$ cat src/rtl/multdiv_ctrl_pkg.sv
// Purpose: shared ISA constants, sequencer state encoding and decode helpers for the mul/div sequencer.
// Latency: n/a (declarations only).
// Backpressure: n/a.
package multdiv_ctrl_pkg;

    // Major opcode field insn[31:27] and ALU-op field insn[6:2]
    localparam logic [4:0] OPC_R_TYPE = 5'b00000;
    localparam logic [4:0] ALU_MUL    = 5'b00110;
    localparam logic [4:0] ALU_DIV    = 5'b00111;

    // Codes written to $r30 when the unit flags overflow / divide-by-zero
    localparam int EXC_MUL = 4;
    localparam int EXC_DIV = 5;

    typedef enum logic [1:0] {
        IDLE = 2'd0,
        BUSY = 2'd1,
        DONE = 2'd2
    } md_state_e;

    typedef struct packed {
        logic is_mul;
        logic is_div;
        logic is_md;
    } md_dec_t;

    function automatic md_dec_t md_decode(input logic [4:0] opcode, input logic [4:0] alu_op);
        md_dec_t d;
        d.is_mul = (opcode == OPC_R_TYPE) && (alu_op == ALU_MUL);
        d.is_div = (opcode == OPC_R_TYPE) && (alu_op == ALU_DIV);
        d.is_md  = d.is_mul | d.is_div;
        return d;
    endfunction

    function automatic logic [2:0] exc_code(input logic op_div);
        return op_div ? 3'(EXC_DIV) : 3'(EXC_MUL);
    endfunction

endpackage

$ cat src/rtl/multdiv_ctrl_if.sv
// Purpose: launch/operand/result bundle between the sequencer and the shared mul/div unit.
// Latency: n/a (wiring only).
// Backpressure: unit holds md_ready low until its result is valid; no other flow control.
interface multdiv_ctrl_if #(
    parameter int WIDTH = 32
);
    logic             md_start_mult;
    logic             md_start_div;
    logic [WIDTH-1:0] md_op_a;
    logic [WIDTH-1:0] md_op_b;
    logic             md_ready;
    logic [WIDTH-1:0] md_result;
    logic             md_exception;

    modport master (
        output md_start_mult,
        output md_start_div,
        output md_op_a,
        output md_op_b,
        input  md_ready,
        input  md_result,
        input  md_exception
    );

    modport slave (
        input  md_start_mult,
        input  md_start_div,
        input  md_op_a,
        input  md_op_b,
        output md_ready,
        output md_result,
        output md_exception
    );
endinterface

$ cat src/rtl/multdiv_ctrl_md_cycle_counter.sv
// Purpose: counts BUSY cycles; saturates at TERMINAL and flags it.
// Latency: count updates one cycle after enable; tc is combinational from count.
// Backpressure: none; clear wins over enable.
module md_cycle_counter #(
    parameter int CNT_W    = 6,
    parameter int TERMINAL = 39
) (
    input  logic             clock,
    input  logic             reset,
    input  logic             clear,
    input  logic             enable,
    output logic [CNT_W-1:0] count,
    output logic             tc
);

    assign tc = (count == CNT_W'(TERMINAL));

    // Count enabled cycles, holding at the terminal value so it never wraps
    always_ff @(posedge clock) begin
        if (reset || clear) begin
            count <= '0;
        end else if (enable && !tc) begin
            count <= count + CNT_W'(1);
        end
    end

endmodule

$ cat src/rtl/multdiv_ctrl.sv
// Purpose: sequences mul/div in X onto the shared multi-cycle unit, stalling F/D/X until done (optional MULTDIV_TIMEOUT_EN).
// Latency: launch cycle + N BUSY cycles + one DONE cycle carrying the result (minimum 3 cycles).
// Backpressure: stall held while launching and in BUSY; flush aborts, reset returns to IDLE.
module multdiv_ctrl
    import multdiv_ctrl_pkg::*;
#(
    parameter int WIDTH          = 32,
    parameter int TIMEOUT_CYCLES = 40,
    parameter int CNT_W          = 6
) (
    input  logic             clock,
    input  logic             reset,
    input  logic [31:0]      insn_x,
    input  logic [WIDTH-1:0] operand_a,
    input  logic [WIDTH-1:0] operand_b,
    input  logic             flush,
    multdiv_ctrl_if.master   md,
    output logic             stall,
    output logic             result_valid,
    output logic [WIDTH-1:0] result,
    output logic             write_exception,
    output logic             busy
);

    md_state_e        state_q;
    md_state_e        state_d;
    md_dec_t          dec;
    logic             launch;
    logic             cap_en;
    logic [WIDTH-1:0] cap_res_d;
    logic             cap_exc_d;
    logic [WIDTH-1:0] cap_res_q;
    logic             cap_exc_q;
    logic             op_div_q;
    logic [WIDTH-1:0] op_a_q;
    logic [WIDTH-1:0] op_b_q;
    logic [CNT_W-1:0] cnt;
    logic             cnt_tc;
    logic             timeout_hit;
    logic             unused_cnt;
    logic             unused_insn;

    assign dec         = md_decode(insn_x[31:27], insn_x[6:2]);
    assign unused_insn = ^{insn_x[26:7], insn_x[1:0]};

    md_cycle_counter #(
        .CNT_W    (CNT_W),
        .TERMINAL (TIMEOUT_CYCLES - 1)
    ) u_cnt (
        .clock  (clock),
        .reset  (reset),
        .clear  (launch),
        .enable (busy),
        .count  (cnt),
        .tc     (cnt_tc)
    );

    // The counter reaching TIMEOUT_CYCLES-1 in a BUSY cycle means this is the last tolerated cycle
`ifdef MULTDIV_TIMEOUT_EN
    assign timeout_hit = cnt_tc;
    assign unused_cnt  = ^cnt;
`else
    assign timeout_hit = 1'b0;
    assign unused_cnt  = ^{cnt, cnt_tc};
`endif

    // State register
    always_ff @(posedge clock) begin
        if (reset) begin
            state_q <= IDLE;
        end else begin
            state_q <= state_d;
        end
    end

    // Next state, launch, capture and pipeline-facing strobes
    always_comb begin
        state_d      = state_q;
        launch       = 1'b0;
        cap_en       = 1'b0;
        cap_res_d    = cap_res_q;
        cap_exc_d    = cap_exc_q;
        stall        = 1'b0;
        busy         = 1'b0;
        result_valid = 1'b0;
        case (state_q)
            IDLE: begin
                if (dec.is_md && !flush) begin
                    launch  = 1'b1;
                    stall   = 1'b1;
                    state_d = BUSY;
                end
            end
            BUSY: begin
                stall = 1'b1;
                busy  = 1'b1;
                // A squashed instruction must never write back, even if the unit finishes now
                if (flush) begin
                    state_d = IDLE;
                end else if (md.md_ready) begin
                    cap_en    = 1'b1;
                    cap_res_d = md.md_result;
                    cap_exc_d = md.md_exception;
                    state_d   = DONE;
                end else if (timeout_hit) begin
                    cap_en    = 1'b1;
                    cap_exc_d = 1'b1;
                    state_d   = DONE;
                end
            end
            DONE: begin
                // Stall drops here so the insn leaves X and is not relaunched
                result_valid = 1'b1;
                state_d      = IDLE;
            end
            default: begin
                state_d = IDLE;
            end
        endcase
    end

    // Operand/op latch at launch and result capture at completion
    always_ff @(posedge clock) begin
        if (reset) begin
            op_a_q    <= '0;
            op_b_q    <= '0;
            op_div_q  <= 1'b0;
            cap_res_q <= '0;
            cap_exc_q <= 1'b0;
        end else begin
            if (launch) begin
                op_a_q   <= operand_a;
                op_b_q   <= operand_b;
                op_div_q <= dec.is_div;
            end
            if (cap_en) begin
                cap_res_q <= cap_res_d;
                cap_exc_q <= cap_exc_d;
            end
        end
    end

    assign md.md_start_mult = launch & dec.is_mul;
    assign md.md_start_div  = launch & dec.is_div;
    assign md.md_op_a       = op_a_q;
    assign md.md_op_b       = op_b_q;

    assign result = !result_valid ? '0
                  : cap_exc_q     ? WIDTH'(exc_code(op_div_q))
                  :                 cap_res_q;
    assign write_exception = result_valid & cap_exc_q;

endmodule

$ cat src/flat_wrapper.sv
// flat-port wrapper written by rule: the top's interface ports become plain ports
module multdiv_ctrl_flat import multdiv_ctrl_pkg::*;
#(
    parameter int WIDTH          = 32,
    parameter int TIMEOUT_CYCLES = 40,
    parameter int CNT_W          = 6
)
  (clock, reset, insn_x, operand_a, operand_b, flush, stall, result_valid, result, write_exception, busy, md_md_start_mult, md_md_start_div, md_md_op_a, md_md_op_b, md_md_ready, md_md_result, md_md_exception);
  multdiv_ctrl_if #(.WIDTH(WIDTH)) md_i ();
  input  logic clock;
  input  logic reset;
  input  logic [31:0] insn_x;
  input  logic [WIDTH-1:0] operand_a;
  input  logic [WIDTH-1:0] operand_b;
  input  logic flush;
  output logic stall;
  output logic result_valid;
  output logic [WIDTH-1:0] result;
  output logic write_exception;
  output logic busy;
  output wire logic [$bits(md_i.md_start_mult)-1:0] md_md_start_mult;
  output wire logic [$bits(md_i.md_start_div)-1:0] md_md_start_div;
  output wire logic [$bits(md_i.md_op_a)-1:0] md_md_op_a;
  output wire logic [$bits(md_i.md_op_b)-1:0] md_md_op_b;
  input wire logic [$bits(md_i.md_ready)-1:0] md_md_ready;
  input wire logic [$bits(md_i.md_result)-1:0] md_md_result;
  input wire logic [$bits(md_i.md_exception)-1:0] md_md_exception;
  assign md_md_start_mult = md_i.md_start_mult;
  assign md_md_start_div = md_i.md_start_div;
  assign md_md_op_a = md_i.md_op_a;
  assign md_md_op_b = md_i.md_op_b;
  assign md_i.md_ready = md_md_ready;
  assign md_i.md_result = md_md_result;
  assign md_i.md_exception = md_md_exception;
  multdiv_ctrl #(.WIDTH(WIDTH), .TIMEOUT_CYCLES(TIMEOUT_CYCLES), .CNT_W(CNT_W)) u_core (.clock(clock), .reset(reset), .insn_x(insn_x), .operand_a(operand_a), .operand_b(operand_b), .flush(flush), .md(md_i), .stall(stall), .result_valid(result_valid), .result(result), .write_exception(write_exception), .busy(busy));
endmodule
$ cat config.mk
export PLATFORM = sky130hd
export DESIGN_NAME = multdiv_ctrl_flat
export DESIGN_NICKNAME = d
export VERILOG_FILES = /design/src/rtl/multdiv_ctrl_pkg.sv /design/src/rtl/multdiv_ctrl_if.sv /design/src/rtl/multdiv_ctrl_md_cycle_counter.sv /design/src/rtl/multdiv_ctrl.sv /design/src/flat_wrapper.sv
export SDC_FILE = /design/constraint.sdc
export NUM_CORES = 1
export LEC_CHECK = 0
export CAP_MARGIN = 10
export CORE_MARGIN = 5
export CORE_UTILIZATION = 40
export DETAILED_ROUTE_END_ITERATION = 8
export MAX_ROUTING_LAYER = met4
export PLACE_DENSITY_LB_ADDON = 0.1
export REMOVE_ABC_BUFFERS = 1
export SYNTH_ARGS = -nofsm -noshare
export SYNTH_HDL_FRONTEND = slang
export SYNTH_SLANG_ARGS = --single-unit
$ cat constraint.sdc
create_clock -name clock -period 1.9 [get_ports clock]
set_input_delay 0.285 -clock clock [delete_from_list [all_inputs] [get_ports clock]]
set_output_delay 0.285 -clock clock [all_outputs]
set_load 0.05 [all_outputs]
Word-level counts from Yosys, hierarchy flattened. Cells that the tools add are included.

Equal/unequal tests: 6. Mux-type cells: 15. Bitwise gates (word level): 5. Reduce and logical (&&, ||, !) cells: 8.

Operators by type and width (count): 2-to-1 mux 32 bit (2); == test 5 x 3 -> 1 bit (second input constant) (2); 2-to-1 mux 1 bit (8); 2-to-1 mux 2 bit (3); logical NOT 5 bit (1); one-hot mux 2 bit (2 select lines) (1); AND reduction 4 bit (1); AND 1 bit (3); logical AND 1 bit (3); inequality test 3 bit (second input constant) (1); == test 2 x 1 -> 1 bit (second input constant) (1); == test 2 bit (second input constant) (1); logical NOT 2 bit (1); inequality test 2 x 1 -> 1 bit (second input constant) (1); one-hot mux 1 bit (2 select lines) (1); AND reduction 2 bit (1); logical NOT 1 bit (1); NOT 1 bit (1); OR 1 bit (1).

Register bits: 100. Logic and storage cells: 40.

Logic depth before layout (Yosys ltp).
Depth after elaboration: 7. Depth in mapped cells: 6. Gate-level depth less buffers: 3.

Worst setup path before layout. Ideal clock, no wire load.

Path type: flip-flop to output port. Start: register u_core.state_q[0]. End: output stall. Arrival: 1.629 ns. Path slack: -0.014 ns. Cell stages (with the launch flop): 3. Path buffers: 0. Path through: dfxtp_1 nor2b_1 a41o_1.

Cells in the longest elaborated chain, start to end: 2. Elaborated cells between the ends (all ways): 3. Classes of those cells: eq/ne (1); mux (1); reduce/logical (1).

Ends and longest elaborated chain: start: declaration (RTL line multdiv_ctrl.sv:25) `md_state_e state_q;`; start signal: assignment (RTL line multdiv_ctrl.sv:72) `state_q <= state_d;`; == test 2 x 1 -> 1 bit or logical NOT 2 bit (tied branches) (RTL line multdiv_ctrl.sv:86) `case (state_q)`; one-hot mux 1 bit (2 select lines) * (RTL line multdiv_ctrl.sv:86); end: declaration (RTL line flat_wrapper.sv:16) `output logic stall;`.

Mark *: on every way between the ends. The rest lies on a longest branch, timed or not.

Worst setup path after layout.
Start: register u_core.state_q[1]. End: output result[20].

Cells in the longest elaborated chain, start to end: 3.

Ends and longest elaborated chain: == test 2 bit (RTL line multdiv_ctrl.sv:86); 2-to-1 mux 1 bit (RTL line multdiv_ctrl.sv:86); 2-to-1 mux 32 bit (RTL line multdiv_ctrl.sv:148) `assign result = !result_valid ? '0`; end: declaration (RTL line flat_wrapper.sv:18) `output logic [WIDTH-1:0] result;`.

No other way between the ends.

==> out/metrics.yaml <==
numCtsBuffers: 9
avgViaCountPerCell: 4.65
ctsHoldBuffers: 0
ant_nets: 0
fin_skew_ns: 0.0118
drive_gt1_share_pct: 15.9
crit_type: "reg -> out"
violations: "negative setup slack"
final_hold_viol_count: 0
die_y_um: 116
timing.final.crit_period_ns: 1.94
row_count: 38
crit_required_ns: 1.62
netlist_instances: 487
slew_headroom_pct: 63.9
max_freq_ghz: 0.516
die_area_mm2: 0.0134
path_clk_slew_ns: 0.07
rsz0062_at_grt: "true"
vias: 3893
fillers: 841
drt_wl_total_mm: 12.2
synth_top_cell_by_area: "dfxtp_1"
dp.cells: 817
ys_top_cells_by_area: "dfxtp_1 (45%), nand2b_1 (18%), mux2i_1 (15%)"
synthDistinctLibCells: 24
synth_edf_count: 0
synth_seq_cells: 100
arrival_ns: 1.65
syn2layout_area_growth_pct: 68.6
cellPowerDensity_mw_per_mm2: 580
synth_flop_cell: "dfxtp_1"
ir_drop_mv: 0.515
antenna_found_initial: 0
drt_iter0_drc: 167
start_util_pct: 41.0
nets: 826
ys_warn_count: 0
avgSynthCellArea_um2: 9.22
clk_latency_ns: 0.33
netlist_area_mm2: 0.00449
setup_viol: 23
drc: 0
crit_path_end_kind: "output pin"
clock_sinks: 100
timing.final.crit_share_pct: 102
setup_slack_ns: -0.0368
finalMaxSlewViolations: 0
place_congestion: 0.763
routedWlPerCell_um: 14.6
hpwl_mm: 8.93
grt.total_usage_pct: 17.9
layout.cells.non_filler: 837
grt_max_degree: 166
tightest_slew_ns: 0.540
p_total_uw: 4390
antenna_cells: 0
cts-root-buf: "clkbuf_16"
core-area_mm2: 0.0109
grt_pass1_wl_mm: 18.6
hold_path.class: "reg -> reg"
htree_levels: 3
crit_fanout: 6
ios: 235
async_flop_share_pct: 0
yosysTopAreaCellShare_pct: 44.6
io_buffers: 212
grt_pass1_vias: 3884
chipWidth_um: 116
ys_seq_area_share_pct: 44.6
cp-start-kind: "flop"
maxCapViolations: 0
outcome: "complete, but fails checks"
leakage_uw: 0.00267
cts_tree: "done"
overflow: 0
dr.pass1.iters: 4
clk_path_buf_depth: 2
-- registers in the layout, summed over array words and instances, names as in the netlist --
register / count
u_core.cap_exc_q: 1
u_core.md.md_op_a: 32
u_core.op_div_q: 1
u_core.state_q: 2
u_core.md.md_op_b: 32
u_core.cap_res_q: 32
-- final cells by class --
cell class	count	area, µm²	share of cell area (%)
Clock buffer	11	243	3.21
Clock inverter	4	73.8	0.976
Multi-Input combinational cell	348	2340	30.9
Tap cell	140	175	2.31
Inverter	2	7.51	0.0992
Timing Repair Buffer	232	2720	36.0
Sequential cell	100	2010	26.5
-- where the power goes --
group	switching, µW	leakage [µW]	total [µW]	internal, µW
Combinational	104	0.00171	371	268
Sequential	0.548	0.000806	2100	2090
Clock	743	0.000156	1930	1180
Total	847	0.00267	4390	3550
-- layer usage --
metal  part of all wire (%)  wire length (µm)  track usage, %  up-vias
li1                       -                 -               -     1972
met1                     42              5110            20.9     1765
met2                     48              5860            29.7      144
met3                    8.5              1040            5.64       12
met4                    1.4               176            4.80        0
met5                      0                 0               -        -
-- synthesized netlist by cell type (6+ instances only) --
| cell | n |
|---|---|
| and2_1 | 31 |
| buf_12 | 6 |
| nand2b_1 | 130 |
| a21oi_1 | 34 |
| mux2i_1 | 66 |
| clkbuf_1 | 26 |
| nand2_1 | 66 |
| nor2_1 | 8 |
| dfxtp_1 | 100 |
-- placed cells by master, fill, tap and decap left out, types with 5 or more instances in the layout --
| cell type | n |
|---|---|
| buf_12 | 43 |
| a21oi_1 | 34 |
| buf_4 | 13 |
| mux2i_1 | 66 |
| dfxtp_1 | 99 |
| and2_4 | 27 |
| clkbuf_16 | 9 |
| clkdlybuf4s50_1 | 171 |
| nand2_1 | 66 |
| nor2_1 | 5 |
| nand2b_1 | 130 |
-- worst paths after layout --
check / start / to / slack (ns) / cells past startpoint
max: u_core.state_q[1] / result[20] / -0.04 / 5
min reg2reg: u_core.cap_res_q[0] / u_core.cap_res_q[0] / 0.45 / 2
min: u_core.cap_res_q[0] / u_core.cap_res_q[0] / 0.45 / 2
max reg2reg: u_core.state_q[1] / u_core.md.md_op_b[0] / 0.26 / 5
-- through the flow --
stage / setup TNS [ns] / hold WS (ns) / utilization, % / area (µm²) / setup slack [ns]
after global routing: -2.65 / 0.469 / 69.2 / 7570 / -0.117
after detailed placement: -3.30 / 0.443 / 65.0 / 7110 / -0.0964
after CTS: -0.602 / 0.455 / 68.9 / 7530 / -0.0541
after floorplan: -135.13 / 0.354 / - / 4240 / -1.38
final: -0.626 / 0.455 / 69.2 / 7570 / -0.0368
after global placement: -0.924 / 0.437 / 65.0 / 7110 / -0.0528
-- logic make-up (layout without fill, tap and decap cells) --
kind of cell / Yosys count / in the layout / share of synthesized area, %
AND/OR/NAND/NOR: 247 / 247 / 31.0
AO/OA/AOI/OAI: 35 / 35 / 4.01
multiplexers: 66 / 66 / 14.7
flip-flops: 100 / 100 / 44.6
buffers and inverters: 39 / 249 / 5.66
-- worst max-delay path, stage by stage, from the launching register on --
cell and delay (ns):
dfxtp_4 0.37, or2b_4 0.29, nor2_4 0.18, buf_6 0.15, and2_1 0.17, buf_12 0.15
-- what timing repair did --
item                                    in CTS  in global routing
buffers inserted                             2                  1
endpoints found under the setup margin      32                 32
gates resized for setup                     34                  8
pin swaps                                   10                  5
gates cloned                                 1                  1
No activity file was read; power rests on OpenSTA's default activity.
